[src/rtl/itch_order_decode_bank.sv]
// itch_order_decode_bank
//
// Byte-serial decoder for ITCH 5.0 Add Order ('A'), Order Cancel ('X') and
// Order Delete ('D') messages. One byte is consumed per clock. All three
// decoders capture their fields speculatively at their own byte offsets, and
// the type byte selects which decoder reports completion or truncation.
//
// Ports:
//   clk, rst                 clock, synchronous active-high reset
//   byte_in, valid_in        message byte stream; a low valid_in ends a message
//   add_*                    Add Order pulses and fields
//   cancel_*                 Order Cancel pulses and fields
//   delete_*                 Order Delete pulses and fields
// *_internal_valid pulses one cycle after the final byte of a complete message.
// *_packet_invalid pulses one cycle after valid_in drops mid-message.
// Field outputs hold their value until the next message overwrites them.

module itch_order_decode_bank (
    input  logic        clk,
    input  logic        rst,
    input  logic [7:0]  byte_in,
    input  logic        valid_in,
    output logic        add_internal_valid,
    output logic        add_packet_invalid,
    output logic [63:0] add_order_ref,
    output logic        add_side,
    output logic [31:0] add_shares,
    output logic [63:0] add_stock_symbol,
    output logic [31:0] add_price,
    output logic        cancel_internal_valid,
    output logic        cancel_packet_invalid,
    output logic [63:0] cancel_order_ref,
    output logic [31:0] cancel_canceled_shares,
    output logic        delete_internal_valid,
    output logic        delete_packet_invalid,
    output logic [63:0] delete_order_ref
);

    localparam logic [7:0] TYPE_ADD    = 8'h41;
    localparam logic [7:0] TYPE_CANCEL = 8'h58;
    localparam logic [7:0] TYPE_DELETE = 8'h44;
    localparam logic [7:0] SIDE_SELL   = 8'h53;

    localparam logic [5:0] LAST_ADD    = 6'd35;
    localparam logic [5:0] LAST_CANCEL = 6'd22;
    localparam logic [5:0] LAST_DELETE = 6'd18;
    localparam logic [5:0] IDX_MAX     = 6'd63;

    logic [5:0] idx;
    logic [7:0] msg_type;

    logic is_add;
    logic is_cancel;
    logic is_delete;
    logic add_last;
    logic cancel_last;
    logic delete_last;
    logic msg_done;
    logic in_msg;

    // msg_type is only trusted once idx > 0; at idx 0 the incoming byte is
    // the new type, and no final-byte index is 0, so a stale type is harmless.
    always_comb begin
        is_add      = (msg_type == TYPE_ADD);
        is_cancel   = (msg_type == TYPE_CANCEL);
        is_delete   = (msg_type == TYPE_DELETE);
        add_last    = valid_in && is_add    && (idx == LAST_ADD);
        cancel_last = valid_in && is_cancel && (idx == LAST_CANCEL);
        delete_last = valid_in && is_delete && (idx == LAST_DELETE);
        msg_done    = add_last || cancel_last || delete_last;
        in_msg      = (idx != 6'd0);
    end

    // ---- byte counter and type register ----
    // Unknown types never hit a final index, so idx climbs and parks at
    // IDX_MAX until valid_in drops; beyond index 35 no field is written.
    always_ff @(posedge clk) begin
        if (rst) begin
            idx      <= 6'd0;
            msg_type <= 8'd0;
        end else if (!valid_in) begin
            idx <= 6'd0;
        end else begin
            if (idx == 6'd0) begin
                msg_type <= byte_in;
            end
            if (msg_done) begin
                idx <= 6'd0;
            end else if (idx != IDX_MAX) begin
                idx <= idx + 6'd1;
            end
        end
    end

    // ---- registered pulses and speculative field capture ----
    always_ff @(posedge clk) begin
        if (rst) begin
            add_internal_valid     <= 1'b0;
            add_packet_invalid     <= 1'b0;
            add_order_ref          <= 64'd0;
            add_side               <= 1'b0;
            add_shares             <= 32'd0;
            add_stock_symbol       <= 64'd0;
            add_price              <= 32'd0;
            cancel_internal_valid  <= 1'b0;
            cancel_packet_invalid  <= 1'b0;
            cancel_order_ref       <= 64'd0;
            cancel_canceled_shares <= 32'd0;
            delete_internal_valid  <= 1'b0;
            delete_packet_invalid  <= 1'b0;
            delete_order_ref       <= 64'd0;
        end else begin
            add_internal_valid    <= add_last;
            cancel_internal_valid <= cancel_last;
            delete_internal_valid <= delete_last;

            // Truncation: type byte already taken (idx > 0) and the stream stops.
            add_packet_invalid    <= !valid_in && in_msg && is_add;
            cancel_packet_invalid <= !valid_in && in_msg && is_cancel;
            delete_packet_invalid <= !valid_in && in_msg && is_delete;

            // Big-endian fields: shift left so the first byte lands in the MSBs.
            if (valid_in) begin
                if (idx >= 6'd11 && idx <= 6'd18) begin
                    add_order_ref    <= {add_order_ref[55:0], byte_in};
                    cancel_order_ref <= {cancel_order_ref[55:0], byte_in};
                    delete_order_ref <= {delete_order_ref[55:0], byte_in};
                end
                if (idx == 6'd19) begin
                    add_side <= (byte_in == SIDE_SELL);
                end
                if (idx >= 6'd20 && idx <= 6'd23) begin
                    add_shares <= {add_shares[23:0], byte_in};
                end
                if (idx >= 6'd24 && idx <= 6'd31) begin
                    add_stock_symbol <= {add_stock_symbol[55:0], byte_in};
                end
                if (idx >= 6'd32 && idx <= 6'd35) begin
                    add_price <= {add_price[23:0], byte_in};
                end
                if (idx >= 6'd19 && idx <= 6'd22) begin
                    cancel_canceled_shares <= {cancel_canceled_shares[23:0], byte_in};
                end
            end
        end
    end

endmodule

[config.mk]
export PLATFORM = sky130hd
export DESIGN_NAME = itch_order_decode_bank
export DESIGN_NICKNAME = d
export VERILOG_FILES = /design/src/rtl/itch_order_decode_bank.sv
export SDC_FILE = /design/constraint.sdc
export NUM_CORES = 1
export LEC_CHECK = 0
export ABC_AREA = 1
export BUFFER_PORTS_ARGS = -buffer_cell sky130_fd_sc_hd__buf_4
export CAP_MARGIN = 25
export CORE_MARGIN = 1.5
export CORE_UTILIZATION = 50
export DETAILED_ROUTE_END_ITERATION = 12
export GPL_ROUTABILITY_DRIVEN = 0
export PLACE_DENSITY = 0.8
export SETUP_SLACK_MARGIN = 0.05
export SLEW_MARGIN = 30
export SYNTH_ARGS = -nofsm -noshare
export SYNTH_HDL_FRONTEND = slang
export SYNTH_SLANG_ARGS = --single-unit
[constraint.sdc]
create_clock -name clk -period 1.9 [get_ports clk]
set_clock_uncertainty 0.1 [all_clocks]
set_input_delay 0.095 -clock clk [delete_from_list [all_inputs] [get_ports clk]]
set_output_delay 0.095 -clock clk [all_outputs]
set_load 0.005 [all_outputs]
Yosys cells after proc, flatten, opt, wreduce, memory -nomap -nowiden
Cells that the tools add are included.
{"block": "totals", "regBits": 373, "out_inout_bits": 359, "word_cells": 65, "inputBits": 11}
{"block": "op_classes", "n_reduce_logical": 28, "n_eq_ne": 9, "magnitude_cmp": 10, "add_sub_neg": 1, "n_bitwise": 1}
{"operator": "$eq A8 B7 Y1 const B", "count": 4}
{"operator": "$le A6 B5 Y1 const B", "count": 4}
{"operator": "$eq A6 B5 Y1 const B", "count": 3}
{"operator": "$ge A6 B5 Y1 const B", "count": 3}
{"operator": "$logic_and A1 B1 Y1", "count": 15}
{"operator": "$reduce_and A2 Y1", "count": 7}
{"operator": "$add A6 B1 Y6 const B", "count": 1}
{"operator": "$eq A6 B6 Y1 const B", "count": 1}
{"operator": "$ge A6 B4 Y1 const B", "count": 1}
{"operator": "$ge A6 B6 Y1 const B", "count": 1}
{"operator": "$le A6 B6 Y1 const B", "count": 1}
{"operator": "$logic_not A6 Y1", "count": 1}
{"operator": "$ne A6 B6 Y1 const B", "count": 1}
{"operator": "$reduce_bool A6 Y1", "count": 1}
{"operator": "$reduce_or A3 Y1", "count": 1}
{"operator": "$logic_or A1 B1 Y1", "count": 2}
{"operator": "$logic_not A1 Y1", "count": 1}
{"operator": "$not A1 Y1", "count": 1}

Logic depth before layout (Yosys ltp)
Gate-level depths: netlist (run 1).
{"block": "logic_depth", "ltp_word": 6, "mapped_depth": 10, "depth_no_buf": 8}

Worst setup path after synthesis (run 1)
No wires, ideal clock.
{"block": "synth_timing", "kind": "reg2reg", "startpoint": "register idx[1]", "endpoint": "register add_order_ref[17]", "synth_period_minus_slack_ns": 1.664, "t_arrival_ns": 1.449, "n_path_buf": 2, "path_slack_ns": 0.236, "path_stages_with_launch": 11, "path_cell_list": "dfxtp_1 -> ha_1 -> inv_1 -> nand2_1 -> nand2_1 -> a21oi_1 -> buf_2 -> buf_2 -> nand3_1 -> nand2_1 -> nor2_1"}
{"block": "synth_between", "elab_chain_cells": 3, "elab_cells_between_ends": 4, "cone_classes": "order compare (2); reduce/logical (2)"}
{"item": "start: declaration", "line_no": "49", "rtl": "logic [5:0] idx;"}
{"item": "start signal: assignment", "line_no": "90", "rtl": "idx <= idx + 6'd1;"}
{"item": "$ge A6 B4 Y1 or $le A6 B5 Y1 (tied branches)", "line_no": "124", "rtl": "if (idx >= 6'd11 && idx <= 6'd18) begin"}
{"item": "$logic_and A1 B1 Y1 *", "line_no": "124"}
{"item": "$reduce_and A2 Y1 (no source line) *"}
{"item": "end signal: assignment", "line_no": "125", "rtl": "add_order_ref <= {add_order_ref[55:0], byte_in};"}
{"item": "end: declaration", "line_no": "25", "rtl": "output logic [63:0] add_order_ref,"}
Every way passes the cells marked *; elsewhere a longest branch is shown, timed or not.
A chain may end at the register's enable or synchronous reset.

Final worst setup path (run 1)
{"block": "layout_timing", "startpoint": "register idx[0]", "endpoint": "register cancel_order_ref[53]"}
{"block": "layout_between", "elab_chain_cells": 3, "elab_cells_between_ends": 4, "cone_classes": "order compare (2); reduce/logical (2)"}
{"item": "$ge A6 B4 Y1 or $le A6 B5 Y1 (tied branches)", "line_no": "124"}
{"item": "$logic_and A1 B1 Y1 *", "line_no": "124"}
{"item": "$reduce_and A2 Y1 (no source line) *"}
{"item": "end signal: assignment", "line_no": "126", "rtl": "cancel_order_ref <= {cancel_order_ref[55:0], byte_in};"}
{"item": "end: declaration", "line_no": "32", "rtl": "output logic [63:0] cancel_order_ref,"}
Marked as above.

==> impl_results.md, run 1 <==
- Result of the run: finished, final reports clean
- Core footprint: between 20,000 and 25,000 um^2
- GRT overflow: 0
- Slew margin rel.: 0.654
- Die area: around 22,000 um^2
- Final Non-Filler Cells: between 1,500 and 2,000
- Fin crit share: 0.951
- RSZ-0062 raised after global routing: false
- R2r startpoint: idx[0]
- Final worst setup slack: between 0.09 and 0.1 ns
- CTS clk-pin slew, worst paths: roughly 0.06 ns
- Most used DFF post-synth: dfxtp_1
- Syn_nets: roughly 1,400
- Cell count after synthesis: about 1,400
- Most frequent cell after synthesis: nor2_1
- Gate power share: 0.031
- Top cell type by total area after synthesis: dfxtp_1
- Post-place setup slack: between 0.08 and 0.09 ns
- Crit Path Class: reg2reg
- Synth unique cells: 26
- Netlist Area Pre-Place: around 11,000 um^2
- Synthesized area per cell: between 7 and 8 um^2
- Cts bufs inserted: 26
- Maxcap violations: 0
- Initial antenna violation count: 0
- H-tree depth: 1
- Ant. Diodes: 0
- Sink Count: 245
- Die Y-Extent: 148 um
- Sw frac: 0.210
- EDFF count, synth: 0
- Asr flop ratio synth: 0
- Core Rows: between 50 and 60
- Remaining DRCs: 0
- Clock power frac: 0.492
- Port Buffers: 369
- CP Capture Type: register
- WP data arrival: roughly 2.1 ns
- Number of global-route vias before repair: about 8,400
- HP Start: rst
- Final setup fails: 0
- Fin Hold WS: around 0.28 ns
- Startpoint types: register
- Wirelength per Cell: 15.2 um
- Vias/cell: between 4 and 5
- Clock Latency Late Sink: roughly 0.53 ns
- Share of post-route cells with drive strength above 1: 0.279
- Final Hold Fails: 0
- Max Buffers Root-to-Sink: 3
- Worst Path Required: 2.21 ns
- Root buf cell: clkbuf_16
- FF-to-FF path depth: 10
- Setup_tns: 0 ns
- Vias after detailed routing: roughly 9,600
- Design area: around 14,000 um^2
- RR Endpoint: cancel_order_ref[53]
- Die X: ~150 um
- Worst slew pin tran: slightly above 0.5 ns
- Hold EP: add_internal_valid
- Layout area overhead: 30.7%
- Final #Nets: 1,646
- CTS tree: done
- Switching power total: about 2.3 mW
- Area after DPL: between 10,000 and 15,000 um^2
- Fillcell total: 1,727
- Worst Hold Class: in2reg
- DR iter-0 viols: roughly 530
- Sequential power share: 0.477
- Commonest cells post-synth: nor2_1, dfxtp_1, a21oi_1
- Area contributors post-synth: dfxtp_1, nor2_1, buf_4, a21oi_1, o21ai_0
- Largest net degree at the start of global routing: between 80 and 90
- TritonRoute pass-1 iters: 5
- Global-route wire length before repair: 43,800 um
- Power per cell area: 787 nW/um^2
- Critical path peak fanout: 43
- Sequential share of the synthesized area: 0.466
- Final WL: between 20,000 and 30,000 um
- Hpwl dp: 19,400 um
- DP Cell Count: around 1,900
- Total GRT Usage: 0.244
- Total power: roughly 11 mW
- Max Slew Vio Count: 0
- Count of state elements after synthesis: between 200 and 250
- Final core utilization: 0.674
- P_leak: 6.40 nW
- Min-Delay Path Depth: 3
- Initial Util: 0.516
- R2r setup slk: just over 0.09 ns
- Yosys warning total: 0
- Final Critical Period: between 1.5 and 2 ns
- Post-synth top area share: 0.466
- Worst vdd ir: roughly 680 uV
- Fmax: around 0.55 GHz
- I/O pin count: between 300 and 400
- DRT antenna net count: 0
- Int Pwr: between 8 and 9 mW
-- cells in the final DEF (no fill, tap or decap), types with 3 or more instances in the layout --
| cell type | count |
|---|---|
| a21oi_1 | 154 |
| buf_12 | 14 |
| buf_4 | 386 |
| bufinv_16 | 4 |
| clkbuf_1 | 4 |
| clkbuf_16 | 29 |
| clkbuf_8 | 6 |
| clkinv_2 | 4 |
| dfxtp_1 | 241 |
| dfxtp_2 | 4 |
| dlygate4sd3_1 | 11 |
| ha_1 | 3 |
| inv_1 | 116 |
| nand2_1 | 117 |
| nand3_1 | 81 |
| nand3b_1 | 24 |
| nand4_1 | 6 |
| nor2_1 | 286 |
| nor3_1 | 4 |
| o21ai_0 | 136 |
| xor2_1 | 3 |
-- area by class of cell --
type | instances | area [um^2] | area share
Multi-Input combinational cell | 827 | 3800 | 0.276
Timing Repair Buffer | 414 | 3360 | 0.244
Inverter | 118 | 448 | 0.0325
Sequential cell | 245 | 4910 | 0.357
Tap cell | 270 | 338 | 0.0245
Clock inverter | 9 | 156 | 0.0114
Clock buffer | 36 | 748 | 0.0544
-- power groups by stage --
stage	Sequential [mW]	Combinational [mW]	Clock [mW]
4_1_cts	5.16	0.337	5.41
5_1_grt	5.16	0.379	5.59
3_5_place_dp	5.28	0.318	0
3_3_place_gp	5.28	0.312	0
2_1_floorplan	5.27	0.210	0
6_report	5.16	0.337	5.33
-- logic make-up (layout without fill, tap and decap cells) --
family	Yosys count	in the layout	share of synthesized area
simple gates	527	527	0.211
fa+ha+maj	3	3	0.00356
flops	245	245	0.466
xor+xnor	3	3	0.00249
buf+inv	338	577	0.177
compound gates	294	294	0.140
-- worst max-delay path by stage --
| stage | start | endpoint |
|---|---|---|
| 2_1_floorplan | idx[1] | add_order_ref[17] |
| 3_3_place_gp | idx[0] | add_order_ref[34] |
| 3_5_place_dp | idx[0] | add_order_ref[33] |
| 4_1_cts | idx[0] | add_order_ref[0] |
| 5_1_grt | idx[0] | add_order_ref[15] |
| 6_report | idx[0] | cancel_order_ref[53] |
-- what timing repair did --
item                                    CTS  global route
hold endpoints to repair                 74             0
endpoints found under the setup margin    1            92
hold buffers                             11             0
pin swaps                                 0             1
gates cloned                              0             3
setup buffers                             0             2
resized for setup                         0             7
-- worst max-delay path: stages (launching register included) --
cell	delay (ns)
dfxtp_2	0.37
ha_1	0.18
inv_1	0.04
nand2_1	0.08
nand2_1	0.10
a21oi_4	0.23
buf_12	0.16
clkbuf_16	0.23
nand3_1	0.09
nand2_1	0.06
nor2_1	0.04
-- flip-flops by register name, summed over array words and instances (netlist names), 6 cells and up --
name,flops
msg_type,8
add_price,32
idx,6
cancel_canceled_shares,32
add_order_ref,41
add_shares,32
cancel_order_ref,23
add_stock_symbol,64
-- per-layer routing --
layer | wire [um] | vias up | GRT usage
met3 | 2020 | 49 | 0.0583
met5 | 0 | - | 0.00682
li1 | - | 4805 | -
met1 | 12000 | 4414 | 0.302
met2 | 14400 | 303 | 0.419
met4 | 737 | 0 | 0.0777
(Power assumes the default switching activity.)
==> run 2: changes to the inputs <==
--- a/config.mk
+++ b/config.mk
@@ -12,7 +12,7 @@
 export CORE_UTILIZATION = 50
 export DETAILED_ROUTE_END_ITERATION = 12
 export GPL_ROUTABILITY_DRIVEN = 0
-export PLACE_DENSITY = 0.8
+export PLACE_DENSITY = 0.77
 export SETUP_SLACK_MARGIN = 0.05
 export SLEW_MARGIN = 30
 export SYNTH_ARGS = -nofsm -noshare
==> impl_results.md, run 2 (synthesized netlist as in run 1, its figures left out) <==
- Die X: 148 um (unchanged)
- Leading cell type in the layout, fill and taps excluded: buf_4
- Sw frac: 0.208 (-0.00252)
- Port Buffers: 369 (unchanged)
- Min-Delay Path Depth: 3 (unchanged)
- Worst vdd ir: 842 uV (+25%)
- FF-to-FF path depth: 5 (-5)
- TritonRoute pass-1 iters: 5 (unchanged)
- Vias after detailed routing: 9,630 (+0.62%)
- Final WL: 28,700 um (-1.6%)
- Gate power share: 0.030 (about the same)
- Top reg by flops: add_stock_symbol
- Final Hold Fails: 0 (unchanged)
- Slew margin rel.: 0.726 (+0.0725)
- GRT overflow: 0 (unchanged)
- Initial antenna violation count: 0 (unchanged)
- Wirelength per Cell: 15.0 um (-1.4%)
- Result of the run: finished, final reports clean
- DP Cell Count: 1,854 (-0.22%)
- Sequential power share: 0.473 (-0.004)
- Core Rows: 52 (unchanged)
- Sink Count: 245 (unchanged)
- R2r startpoint: idx[4]
- Max Slew Vio Count: 0 (unchanged)
- CTS tree: done
- Max FFs per register: 64 (unchanged)
- Hold EP: cancel_internal_valid
- Worst Path Buf+Inv: 2 (-1)
- Worst slew pin tran: 0.411 ns (-0.109 ns)
- CP Capture Type: register
- Crit Path Class: reg2reg
- Worst Hold Class: in2reg
- Largest net degree at the start of global routing: 91 (+4.6%)
- Clock Latency Late Sink: 0.53 ns (about the same)
- DRT antenna net count: 0 (unchanged)
- Cts bufs inserted: 26 (unchanged)
- Hpwl dp: 19,100 um (-1.2%)
- Fin crit share: 0.910 (-0.0411)
- Max incr delay on CP: 0.57 ns (+0.20 ns)
- Number of global-route vias before repair: 8,470 (+1.3%)
- Commonest cells after routing, fill and taps aside: buf_4, nor2_1, dfxtp_1
- Total GRT Usage: 0.245 (+0.000666)
- I/O pin count: 370 (unchanged)
- Vias/cell: 5.03 (+0.88%)
- Max Buffers Root-to-Sink: 3 (unchanged)
- Switching power total: 2.27 mW (-0.52%)
- Die area: 21,900 um^2 (unchanged)
- Remaining DRCs: 0 (unchanged)
- Slowest CP cell: dlygate4sd3_1
- Power per cell area: 795 nW/um^2 (+1.0%)
- Final #Nets: 1,638 (-0.49%)
- Ant. Diodes: 0 (unchanged)
- Global-route wire length before repair: 44,200 um (+0.91%)
- Startpoint types: register
- RSZ-0062 raised after global routing: false
- H-tree depth: 1 (unchanged)
- RR Endpoint: delete_internal_valid
- Final Critical Period: 1.73 ns (-0.0781 ns)
- Maxcap violations: 0 (unchanged)
- Fmax: 0.578 GHz (+4.5%)
- R2r setup slk: 0.17 ns (+0.08 ns)
- CTS clk-pin slew, worst paths: 0.06 ns (about the same)
- Share of post-route cells with drive strength above 1: 0.276 (-0.00341)
- Worst Path Required: 2.27 ns (+0.06 ns)
- Crit-path leading delay family: buffers and inverters
- Critical path peak fanout: 7 (-84%)
- Initial Util: 0.516 (unchanged)
- Final setup fails: 0 (unchanged)
- Final Non-Filler Cells: 1,914 (-0.26%)
- Root buf cell: clkbuf_16
- P_leak: 6.37 nW (-0.41%)
- WP data arrival: 2.10 ns (-0.02 ns)
- CP Depth: 5 (-5)
- Setup_tns: 0 ns (unchanged)
- DR iter-0 viols: 564 (+5.8%)
- Die Y-Extent: 148 um (unchanged)
- Top Registers: add_stock_symbol (64), add_order_ref (41)
- Clock power frac: 0.496 (+0.004)
- Int Pwr: 8.64 mW (+1.0%)
- HP Start: rst
- Final core utilization: 0.671 (-0.00239)
- Layout area overhead: 30.2%
- Core footprint: 20,400 um^2 (unchanged)
- Critical Path, Cell by Cell: inv_1, nor2_2, nand4_1, nor3_1, dlygate4sd3_1
- Fillcell total: 1,716 (-0.64%)
- Post-CTS Setup Bufs: 0 (unchanged)
[run 2: cell types whose count changed in the layout (fill, tap and decap cells not counted), moves of 2 or more]
| cell | delta |
|---|---|
| clkinvlp_4 | +2 |
| dfxtp_1 | +2 |
| nand2_2 | +2 |
| buf_16 | +2 |
| dfxtp_2 | -2 |
| buf_4 | -8 |
[run 2: layout make-up]
class	count	area [um^2]	share of cell area
Sequential cell	245	4910	0.358
Multi-Input combinational cell	827	3790	0.276
Timing Repair Buffer	406	3300	0.241
Clock buffer	38	777	0.0567
Inverter	118	448	0.0327
Tap cell	270	338	0.0246
Clock inverter	10	155	0.0113
[run 2: worst max-delay path by stage]
stage,start,endpoint,slack [ns]
6_report,idx[4],delete_internal_valid,0.17
5_1_grt,idx[0],add_order_ref[4],0.05
4_1_cts,idx[4],add_order_ref[36],0.07
3_5_place_dp,idx[4],cancel_order_ref[47],0.13
3_3_place_gp,idx[0],add_order_ref[1],0.21
2_1_floorplan,idx[1],add_order_ref[17],0.24
[run 2: stage by stage]
stage / setup WS (ns) / area, um^2 / hold WS, ns / power [mW]
3_5_place_dp: 0.134 / 12600 / 0.230 / 5.59
5_1_grt: 0.0460 / 13700 / 0.277 / 11.3
3_3_place_gp: 0.211 / 12600 / 0.240 / 5.58
2_1_floorplan: 0.236 / 10500 / 0.0742 / 5.48
6_report: 0.171 / 13700 / 0.270 / 10.9
4_1_cts: 0.0742 / 13700 / 0.244 / 11.0
[run 2: tightest hold or removal path, delay by kind of cell]
| kind | cells | cell delay (ns) |
|---|---|---|
| buffers and inverters | 2 | 0.69 |
| and+or+nand+nor | 1 | 0.06 |
[run 2: per-layer routing]
| layer | global-route usage | routed length, um | up-vias | share of wire |
|---|---|---|---|---|
| met5 | 0 | 0 | - | 0 |
| met1 | 0.313 | 11700 | 4441 | 0.41 |
| met3 | 0.0531 | 2250 | 40 | 0.079 |
| met4 | 0.0594 | 558 | 0 | 0.019 |
| li1 | - | - | 4800 | - |
| met2 | 0.421 | 14200 | 349 | 0.49 |
[run 2: what timing repair did]
| item | in CTS | in global routing |
|---|---|---|
| hold buffers | 11 | 0 |
| gates resized for setup | 0 | 7 |
| endpoints found under the setup margin | 0 | 95 |
| endpoints found under the hold margin | 78 | 0 |
[run 2: power groups by stage]
stage	clock [mW]	combinational, mW	sequential, mW
after floorplan	0	0.210	5.27
after global placement	0	0.308	5.28
after detailed placement	0	0.311	5.28
after CTS	5.53	0.329	5.16
after global routing	5.73	0.371	5.16
final	5.41	0.330	5.16
==> run 3: changes to the inputs <==
--- a/config.mk
+++ b/config.mk
@@ -12,7 +12,7 @@
 export CORE_UTILIZATION = 50
 export DETAILED_ROUTE_END_ITERATION = 12
 export GPL_ROUTABILITY_DRIVEN = 0
-export PLACE_DENSITY = 0.77
+export PLACE_DENSITY = 0.85
 export SETUP_SLACK_MARGIN = 0.05
 export SLEW_MARGIN = 30
 export SYNTH_ARGS = -nofsm -noshare
==> impl_results.md, run 3 (synthesized netlist as in run 1, its figures left out) <==
- Result of the run: finished, final reports clean
- Hpwl dp: 20,400 um (+6.6%)
- Port Buffers: 369 (unchanged)
- Sink Count: 245 (unchanged)
- Top reg by flops: add_stock_symbol
- Largest net degree at the start of global routing: 67 (-26%)
- Vias after detailed routing: 9,814 (+1.9%)
- Number of global-route vias before repair: 8,700 (+2.7%)
- Gate power share: 0.031 (about the same)
- Met1 Use GR: 0.304 (-0.00907)
- Met2 usage: 0.455 (+0.0343)
- Max Slew Vio Count: 0 (unchanged)
- Setup_tns: 0 ns (unchanged)
- H-tree depth: 1 (unchanged)
- Wirelength per Cell: 15.4 um (+3.0%)
- Global-route wire length before repair: 45,600 um (+3.2%)
- Total power: 10.9 mW (-0.29%)
- Final Critical Period: 1.83 ns (+0.102 ns)
- DR iter-0 viols: 446 (-21%)
- Crit Path Class: reg2reg
- Root buf cell: clkbuf_16
- WP data arrival: 2.14 ns (+0.04 ns)
- Layout area overhead: 31.7%
- CTS clk-pin slew, worst paths: 0.06 ns (about the same)
- Total GRT Usage: 0.255 (+0.0106)
- Vias/cell: 5.08 (+0.96%)
- Core footprint: 20,400 um^2 (unchanged)
- Core Rows: 52 (unchanged)
- Final setup fails: 0 (unchanged)
- CTS tree: done
- CP Capture Type: register
- Most used routing layer in global routing: met2
- Critical path peak fanout: 20 (+13)
- Maxcap violations: 0 (unchanged)
- Max FFs per register: 64 (unchanged)
- Met3 Use GR: 0.0567 (+0.00368)
- Final WL: 29,800 um (+4.0%)
- Worst vdd ir: 854 uV (+1.4%)
- Die area: 21,900 um^2 (unchanged)
- Share of post-route cells with drive strength above 1: 0.283 (+0.00785)
- TritonRoute pass-1 iters: 5 (unchanged)
- Power per cell area: 784 nW/um^2 (-1.4%)
- Fin crit share: 0.963 (+0.0535)
- Initial Util: 0.516 (unchanged)
- DRT antenna net count: 0 (unchanged)
- Startpoint types: register
- Initial antenna violation count: 0 (unchanged)
- Worst Path Required: 2.21 ns (-0.06 ns)
- Sequential power share: 0.475 (+0.002)
- RSZ-0062 raised after global routing: true
- Leading cell type in the layout, fill and taps excluded: buf_4
- Top Registers: add_stock_symbol (64), add_order_ref (41)
- Die Y-Extent: 148 um (unchanged)
- Ant. Diodes: 0 (unchanged)
- Final Hold Fails: 0 (unchanged)
- Clock power frac: 0.494 (-0.002)
- Fillcell total: 1,591 (-7.3%)
- Area after DPL: 12,700 um^2 (+0.63%)
- DP Cell Count: 1,868 (+0.76%)
- Clock Latency Late Sink: 0.53 ns (about the same)
- FF+latch area: 4910 um^2 (+0.15%)
- Die X: 148 um (unchanged)
- Sw frac: 0.211 (+0.00321)
- Max Buffers Root-to-Sink: 3 (unchanged)
- Final #Nets: 1,657 (+1.2%)
- Int Pwr: 8.58 mW (-0.69%)
- Design area: 13,900 um^2 (+1.2%)
- Multi-input logic area: 3810 um^2 (+0.46%)
- I/O pin count: 370 (unchanged)
- Final Non-Filler Cells: 1,932 (+0.94%)
- Worst slew pin tran: 0.554 ns (+0.143 ns)
- GRT overflow: 0 (unchanged)
- Slew margin rel.: 0.631 (-0.0953)
- Worst Hold Class: in2reg
- Switching power total: 2.29 mW (+1.2%)
- Remaining DRCs: 0 (unchanged)
- Commonest cells after routing, fill and taps aside: buf_4, nor2_1, dfxtp_1
- Cts bufs inserted: 26 (unchanged)
- P_leak: 6.45 nW (+1.2%)
- Fmax: 0.546 GHz (-5.6%)
==> run 3: cell type report <==
class | instances | area share
Timing Repair Buffer | 425 | 0.248
Clock buffer | 38 | 0.0545
Inverter | 118 | 0.0323
Multi-Input combinational cell | 827 | 0.274
Tap cell | 270 | 0.0243
Sequential cell | 245 | 0.354
Clock inverter | 9 | 0.0120
==> run 3: power groups by stage <==
stage	Clock, mW	Sequential (mW)	Combinational (mW)
2_1_floorplan	0	5.27	0.210
3_3_place_gp	0	5.28	0.315
3_5_place_dp	0	5.28	0.319
4_1_cts	5.45	5.16	0.338
5_1_grt	5.66	5.16	0.383
6_report	5.37	5.16	0.342
==> run 3: path summary, 6_finish.rpt <==
check	from	to	slack (ns)	cells past startpoint
setup / recovery	idx[1]	cancel_order_ref[56]	0.07	7
hold / removal	rst	delete_internal_valid	0.25	3
setup reg to reg	idx[1]	cancel_order_ref[56]	0.07	7
hold reg to reg	msg_type[6]	msg_type[6]	0.34	2
==> run 3: metal layers <==
metal	up-vias	share of wire
li1	4836	-
met1	4551	0.40
met2	372	0.51
met3	55	0.072
met4	0	0.027
met5	-	0
==> run 3: worst max-delay path, cell delays in order (launching register included) <==
cell,delay (ns)
dfxtp_4,0.37
buf_4,0.14
ha_1,0.18
nand3_1,0.14
nand3_4,0.23
buf_4,0.28
a21oi_1,0.18
nor2_1,0.08
==> run 3: per-stage QoR <==
stage / hold slack [ns] / utilization / worst slack [ns]
2_1_floorplan: 0.0742 / - / 0.236
3_3_place_gp: 0.235 / 0.622 / 0.153
3_5_place_dp: 0.238 / 0.622 / 0.0684
4_1_cts: 0.233 / 0.672 / 0.0603
5_1_grt: 0.259 / 0.679 / 0.0183
6_report: 0.254 / 0.679 / 0.0697
==> run 3: repair_timing <==
item,in CTS,in global routing
setup buffers,0,3
gates resized for setup,1,11
cloned,0,3
pin swaps,0,1
hold buffers,11,0
setup endpoints to repair,2,93
hold endpoints to repair,97,0
